[src/rtl/spi_reg_master_if.sv]
// Register-transaction request/response bundle plus the SPI pins
// for the 4 x 8-bit SPI register slave.
interface spi_reg_master_if;
    logic        start;
    logic        rw;
    logic [1:0]  addr;
    logic [1:0]  len;
    logic [31:0] wdata;
    logic [31:0] rdata;
    logic        busy;
    logic        done;
    logic        SCLK;
    logic        MOSI;
    logic        MISO;
    logic        SS;

    modport master (
        input  start, rw, addr, len, wdata, MISO,
        output rdata, busy, done, SCLK, MOSI, SS
    );

    modport slave (
        output start, rw, addr, len, wdata, MISO,
        input  rdata, busy, done, SCLK, MOSI, SS
    );
endinterface

[src/rtl/spi_reg_master.sv]
// SPI mode-0 master: one command byte {rw,5'b0,addr} then 1-4 data
// bytes against the 4 x 8-bit register slave; read bytes land in rdata.
module spi_reg_master #(
    parameter int CLK_DIV = 8,
    parameter int GAP_CYC = 16
) (
    input  logic clk,
    input  logic reset,
    spi_reg_master_if.master bus
);
    typedef enum logic [2:0] {IDLE, SETUP, SHIFT, GAP, HOLD} state_t;

    localparam logic [7:0] DIV_M1 = 8'(CLK_DIV - 1);
    localparam logic [7:0] GAP_M1 = 8'(GAP_CYC - 1);

    state_t      state_q, state_d;
    logic [7:0]  cnt_q, cnt_d;
    logic [2:0]  bit_q, bit_d;
    logic [2:0]  byte_q, byte_d;
    logic        rw_q, rw_d;
    logic [1:0]  len_q, len_d;
    logic [31:0] wdata_q, wdata_d;
    logic [31:0] rdata_q, rdata_d;
    logic [7:0]  shift_q, shift_d;
    logic [7:0]  rx_q, rx_d;
    logic        sclk_q, sclk_d;
    logic        mosi_q, mosi_d;
    logic        ss_q, ss_d;
    logic        busy_q, busy_d;
    logic        done_q, done_d;

    logic        last_byte;
    logic [4:0]  rd_base;
    logic [4:0]  wd_base;
    logic [7:0]  nxt_byte;

    assign last_byte = (byte_q == ({1'b0, len_q} + 3'd1));
    assign rd_base   = {byte_q[1:0] - 2'd1, 3'b000};
    assign wd_base   = {byte_q[1:0], 3'b000};
    assign nxt_byte  = rw_q ? wdata_q[wd_base +: 8] : 8'h00;

    always_ff @(posedge clk or posedge reset) begin
        if (reset) begin
            state_q <= IDLE;
            cnt_q   <= '0;
            bit_q   <= '0;
            byte_q  <= '0;
            rw_q    <= 1'b0;
            len_q   <= '0;
            wdata_q <= '0;
            rdata_q <= '0;
            shift_q <= '0;
            rx_q    <= '0;
            sclk_q  <= 1'b0;
            mosi_q  <= 1'b0;
            ss_q    <= 1'b1;
            busy_q  <= 1'b0;
            done_q  <= 1'b0;
        end else begin
            state_q <= state_d;
            cnt_q   <= cnt_d;
            bit_q   <= bit_d;
            byte_q  <= byte_d;
            rw_q    <= rw_d;
            len_q   <= len_d;
            wdata_q <= wdata_d;
            rdata_q <= rdata_d;
            shift_q <= shift_d;
            rx_q    <= rx_d;
            sclk_q  <= sclk_d;
            mosi_q  <= mosi_d;
            ss_q    <= ss_d;
            busy_q  <= busy_d;
            done_q  <= done_d;
        end
    end

    always_comb begin
        state_d = state_q;
        cnt_d   = cnt_q;
        bit_d   = bit_q;
        byte_d  = byte_q;
        rw_d    = rw_q;
        len_d   = len_q;
        wdata_d = wdata_q;
        rdata_d = rdata_q;
        shift_d = shift_q;
        rx_d    = rx_q;
        sclk_d  = sclk_q;
        mosi_d  = mosi_q;
        ss_d    = ss_q;
        busy_d  = busy_q;
        done_d  = 1'b0;
        unique case (state_q)
            IDLE: begin
                if (bus.start) begin
                    rw_d    = bus.rw;
                    len_d   = bus.len;
                    wdata_d = bus.wdata;
                    rdata_d = '0;
                    shift_d = {bus.rw, 5'b0, bus.addr};
                    mosi_d  = bus.rw;
                    ss_d    = 1'b0;
                    busy_d  = 1'b1;
                    cnt_d   = '0;
                    bit_d   = '0;
                    byte_d  = '0;
                    state_d = SETUP;
                end
            end
            SETUP: begin
                if (cnt_q == DIV_M1) begin
                    cnt_d   = '0;
                    state_d = SHIFT;
                end else begin
                    cnt_d = cnt_q + 8'd1;
                end
            end
            SHIFT: begin
                if (cnt_q != DIV_M1) begin
                    cnt_d = cnt_q + 8'd1;
                end else begin
                    cnt_d = '0;
                    if (!sclk_q) begin
                        sclk_d = 1'b1;
                        rx_d   = {rx_q[6:0], bus.MISO};
                    end else begin
                        sclk_d = 1'b0;
                        if (bit_q != 3'd7) begin
                            bit_d   = bit_q + 3'd1;
                            shift_d = {shift_q[6:0], 1'b0};
                            mosi_d  = shift_q[6];
                        end else begin
                            bit_d  = '0;
                            byte_d = byte_q + 3'd1;
                            if (!rw_q && byte_q != 3'd0) begin
                                rdata_d[rd_base +: 8] = rx_q;
                            end
                            if (last_byte) begin
                                state_d = HOLD;
                            end else begin
                                // next byte is loaded while SCLK sits low
                                shift_d = nxt_byte;
                                mosi_d  = nxt_byte[7];
                                state_d = (GAP_CYC == 0) ? SHIFT : GAP;
                            end
                        end
                    end
                end
            end
            GAP: begin
                if (cnt_q == GAP_M1) begin
                    cnt_d   = '0;
                    state_d = SHIFT;
                end else begin
                    cnt_d = cnt_q + 8'd1;
                end
            end
            HOLD: begin
                if (cnt_q == DIV_M1) begin
                    cnt_d   = '0;
                    ss_d    = 1'b1;
                    busy_d  = 1'b0;
                    done_d  = 1'b1;
                    state_d = IDLE;
                end else begin
                    cnt_d = cnt_q + 8'd1;
                end
            end
            default: state_d = IDLE;
        endcase
    end

    assign bus.rdata = rdata_q;
    assign bus.busy  = busy_q;
    assign bus.done  = done_q;
    assign bus.SCLK  = sclk_q;
    assign bus.MOSI  = mosi_q;
    assign bus.SS    = ss_q;
endmodule

[src/flat_wrapper.sv]
// flat-port wrapper written by rule: the top's interface ports become plain ports
module spi_reg_master_flat 
#(
    parameter int CLK_DIV = 8,
    parameter int GAP_CYC = 16
)
  (clk, reset, bus_start, bus_rw, bus_addr, bus_len, bus_wdata, bus_MISO, bus_rdata, bus_busy, bus_done, bus_SCLK, bus_MOSI, bus_SS);
  spi_reg_master_if bus_i ();
  input  logic clk;
  input  logic reset;
  input wire logic [$bits(bus_i.start)-1:0] bus_start;
  input wire logic [$bits(bus_i.rw)-1:0] bus_rw;
  input wire logic [$bits(bus_i.addr)-1:0] bus_addr;
  input wire logic [$bits(bus_i.len)-1:0] bus_len;
  input wire logic [$bits(bus_i.wdata)-1:0] bus_wdata;
  input wire logic [$bits(bus_i.MISO)-1:0] bus_MISO;
  output wire logic [$bits(bus_i.rdata)-1:0] bus_rdata;
  output wire logic [$bits(bus_i.busy)-1:0] bus_busy;
  output wire logic [$bits(bus_i.done)-1:0] bus_done;
  output wire logic [$bits(bus_i.SCLK)-1:0] bus_SCLK;
  output wire logic [$bits(bus_i.MOSI)-1:0] bus_MOSI;
  output wire logic [$bits(bus_i.SS)-1:0] bus_SS;
  assign bus_i.start = bus_start;
  assign bus_i.rw = bus_rw;
  assign bus_i.addr = bus_addr;
  assign bus_i.len = bus_len;
  assign bus_i.wdata = bus_wdata;
  assign bus_i.MISO = bus_MISO;
  assign bus_rdata = bus_i.rdata;
  assign bus_busy = bus_i.busy;
  assign bus_done = bus_i.done;
  assign bus_SCLK = bus_i.SCLK;
  assign bus_MOSI = bus_i.MOSI;
  assign bus_SS = bus_i.SS;
  spi_reg_master #(.CLK_DIV(CLK_DIV), .GAP_CYC(GAP_CYC)) u_core (.clk(clk), .reset(reset), .bus(bus_i));
endmodule
[config.mk]
export PLATFORM = sky130hd
export DESIGN_NAME = spi_reg_master_flat
export DESIGN_NICKNAME = d
export VERILOG_FILES = /design/src/rtl/spi_reg_master_if.sv /design/src/rtl/spi_reg_master.sv /design/src/flat_wrapper.sv
export SDC_FILE = /design/constraint.sdc
export NUM_CORES = 1
export LEC_CHECK = 0
export BUFFER_PORTS_ARGS = -buffer_cell sky130_fd_sc_hd__buf_4
export CAP_MARGIN = 15
export CORE_ASPECT_RATIO = 0.9
export CORE_MARGIN = 3
export CORE_UTILIZATION = 59
export CTS_BUF_LIST = sky130_fd_sc_hd__clkbuf_8
export DETAILED_ROUTE_END_ITERATION = 8
export HOLD_SLACK_MARGIN = 0.1
export PLACE_DENSITY = 0.88
export SYNTH_ARGS = -nofsm -noshare
export SYNTH_HDL_FRONTEND = slang
export SYNTH_SLANG_ARGS = --single-unit
[constraint.sdc]
create_clock -name clk -period 4.7 [get_ports clk]
set_input_delay 0.94 -clock clk [delete_from_list [all_inputs] [get_ports clk]]
set_output_delay 0.94 -clock clk [all_outputs]
set_load 0.05 [all_outputs]
==> reports/summary.txt <==
Status: finished, final reports clean
GR Overflow Total: 0
FF+latch count, synth: 104
Synth Instances: 500
TritonCTS Sinks: 104
Slew Viols, Final: 0
Most frequent cells in the layout: nand2_1 (188), dfrtp_1 (103), buf_4 (80)
Layout cell share with drive strength beyond 1: 21.16%
Library cells used by synthesis: 52
Area of the die: 9576 um^2
I/O pin total: 78
R2R setup slack: 1.98 ns
Critical path, cell by cell: inv_1 > ha_1 > nor2b_1 > or3_1 > nor3_4 > mux2i_1
Worst R2R End: u_core.bus.rdata[28]
Ant diodes: 0
First-pass GRT wire length: 18850 um
R2R depth: 6
Data arrival, critical path: 3.01 ns
Chip Width: 102.8 um
Post-CTS Resized: 0
RePlAce Congestion: 0.8764
Critical R2R Launch: u_core.byte_q[0]
Synth warn: 0
DP HPWL: 7495 um
Fmax: 367.1 MHz
Hold_sp: u_core.wdata_q[30]
Worst relative slew slack: 37.40%
Lkg Pwr: 2.833 nW
Slew @ Worst Pin: 0.9389 ns
CTS Buffer Depth: 2
Layout area overhead: 16.39%
Post-Syn Area: 4977 um^2
Row count: 31
Vias in the first global route: 3888
Core ar.: 8107 um^2
Setup crit start kind: flip-flop
Vias post-DR: 3854
Antenna-violating nets left: 0
CP required: 4.98 ns
Net count after synthesis: 550
Synth async-reset ratio: 100.0%
Crit path max fanout: 16
Setup Skew: 0.005409 ns
Count of flip-flops with a built-in enable after synthesis: 0
Crit path buf inv count: 1
Post-synth top flop: dfrtp_1
CTS tree: done
Hold Crit Class: flip-flop to flip-flop
Crit path largest cell delay: 0.86 ns
Fillers: 607
Worst Hold End: u_core.wdata_q[30]
Syn Area/Cell: 9.955 um^2
Total of max-cap violations: 0
Die height: 93.14 um
Initial antenna violation count: 0
CTS Root Cell: clkbuf_8
CP Capture Type: flip-flop
First drt pass iteration count: 4
Min Tclk post-route: 2.724 ns
Starting DRT DRC Count: 252
Final WL: 11110 um
Fin util: 71.46%
Gr usage total: 24.96%
IR drop worst, VDD: 0.0002653 V
Most common cell after layout, fill and taps aside: nand2_1
WHS Path Cells: 2
Worst-Skew Late Latency: 0.36 ns
Power per cell area: 451.6 nW/um^2
Total CTS buffers: 9
Initial core utilization: 61.40%
Cell family with most CP delay: simple AND/OR/NAND/NOR gates
Vias per cell: 5.787
Top cell type's share of synthesized area: 51.78%
Final Hold Vio Count: 0
DRC errors left: 0
Hold_buf cts: 0
Final TNS setup: 0 ns
Seq/Total Area, Yosys: 52.31%
Post-synth top area cell: dfrtp_1
Largest net degree at the start of global routing: 79
WL/cell: 16.69 um
Ranking of synthesized cells by area: dfrtp_1 (52%), nand2_1 (14%), mux2i_1 (7.4%)
Final nets: 612
Period utilization: 57.95%
RSZ-0062 raised after global routing: false
Crit-path slowest cell: dfrtp_1
Setup violators final: 0
Count of buffers from port buffering: 77
Clock-pin transition on the worst setup and hold timing paths: 0.10 ns
Crit path kind: flip-flop to flip-flop
Post-CTS Setup Inserts: 0
H-tree depth: 3
[flip-flops by register name, summed over array words and instances, names as in the netlist, 2 cells and up]
| signal | count |
|---|---|
| u_core.len_q | 2 |
| u_core.shift_q | 7 |
| u_core.cnt_q | 8 |
| u_core.rx_q | 8 |
| u_core.byte_q | 3 |
| u_core.bus.rdata | 32 |
| u_core.wdata_q | 32 |
| u_core.state_q | 3 |
| u_core.bit_q | 3 |
[worst max-delay path by stage]
stage / cells after the start / startpoint / end
5_1_grt: 6 / u_core.byte_q[0] / u_core.bus.rdata[19]
3_5_place_dp: 6 / bus_start / u_core.byte_q[1]
6_report: 6 / u_core.byte_q[0] / u_core.bus.rdata[28]
2_1_floorplan: 1 / reset / u_core.bit_q[0]
4_1_cts: 6 / u_core.byte_q[0] / u_core.bus.rdata[28]
3_3_place_gp: 6 / bus_start / u_core.byte_q[1]
[through the flow]
| stage | power, mW | setup WS, ns | hold slack (ns) | instance area [um^2] | cells |
|---|---|---|---|---|---|
| after floorplan | 1.829 | 1.029 | 0.4403 | 4977 | 500 |
| after global placement | 1.983 | 2.015 | 0.4529 | 5587 | 650 |
| after detailed placement | 2.034 | 1.947 | 0.4633 | 5587 | 650 |
| after CTS | 2.622 | 1.930 | 0.4865 | 5793 | 666 |
| after global routing | 2.772 | 1.701 | 0.5085 | 5793 | 666 |
| final | 2.616 | 1.976 | 0.4809 | 5793 | 666 |
[cells by family (layout without fill, tap and decap cells)]
kind of cell / count (synthesis) / in the layout / synth area share (%)
AO/OA/AOI/OAI: 51 / 51 / 7.190
adder cells (fa/ha/maj): 9 / 9 / 2.262
XOR/XNOR: 4 / 4 / 0.7040
multiplexers: 54 / 54 / 13.10
AND/OR/NAND/NOR: 239 / 239 / 21.27
flip-flops: 104 / 104 / 52.31
buffers and inverters: 39 / 106 / 3.167
[per-layer routing]
layer,wire length (um),share of wire (%),GRT usage [%],vias to the layer above
met4,123,1.1,6.796,0
met5,0,0,0,-
met1,4878,44,33.72,1879
met2,5433,49,40.38,136
li1,-,-,-,1829
met3,677,6.1,6.264,10
[worst min-delay path: cells and delay by family (launching register included)]
| family | cells | cell delay [ns] |
|---|---|---|
| flops | 1 | 0.35 |
| simple gates | 2 | 0.10 |
[synth_stat cells (3+ instances only)]
cell type,instances
nand3_1,7
a22o_1,3
clkbuf_1,22
buf_1,3
a22oi_1,7
dfrtp_1,103
mux2_2,6
mux2i_1,37
nand4_1,5
a21o_1,3
o21ai_0,13
inv_1,9
mux2_1,3
nor3_1,6
buf_2,3
and3_1,3
a21oi_1,6
nand2_1,188
a32o_1,4
nor3_4,3
nor2_1,5
or3_1,6
a31oi_1,3
mux4_2,8
ha_1,9
[layout make-up]
cell class	instances	area (um^2)	share of cell area [%]
Tap cell	99	123.9	2.138
Clock buffer	11	151.4	2.613
Clock inverter	5	55.05	0.9503
Inverter	10	40.04	0.6911
Timing Repair Buffer	80	600.6	10.37
Sequential cell	104	2604	44.95
Multi-Input combinational cell	357	2218	38.29
[report_power, final]
| group | internal, mW | switching (mW) |
|---|---|---|
| registers | 1.13 | 0.204 |
| logic | 0.301 | 0.395 |
| clock network | 0.275 | 0.312 |
| total | 1.71 | 0.910 |
Power figures use the tool's default switching activity.
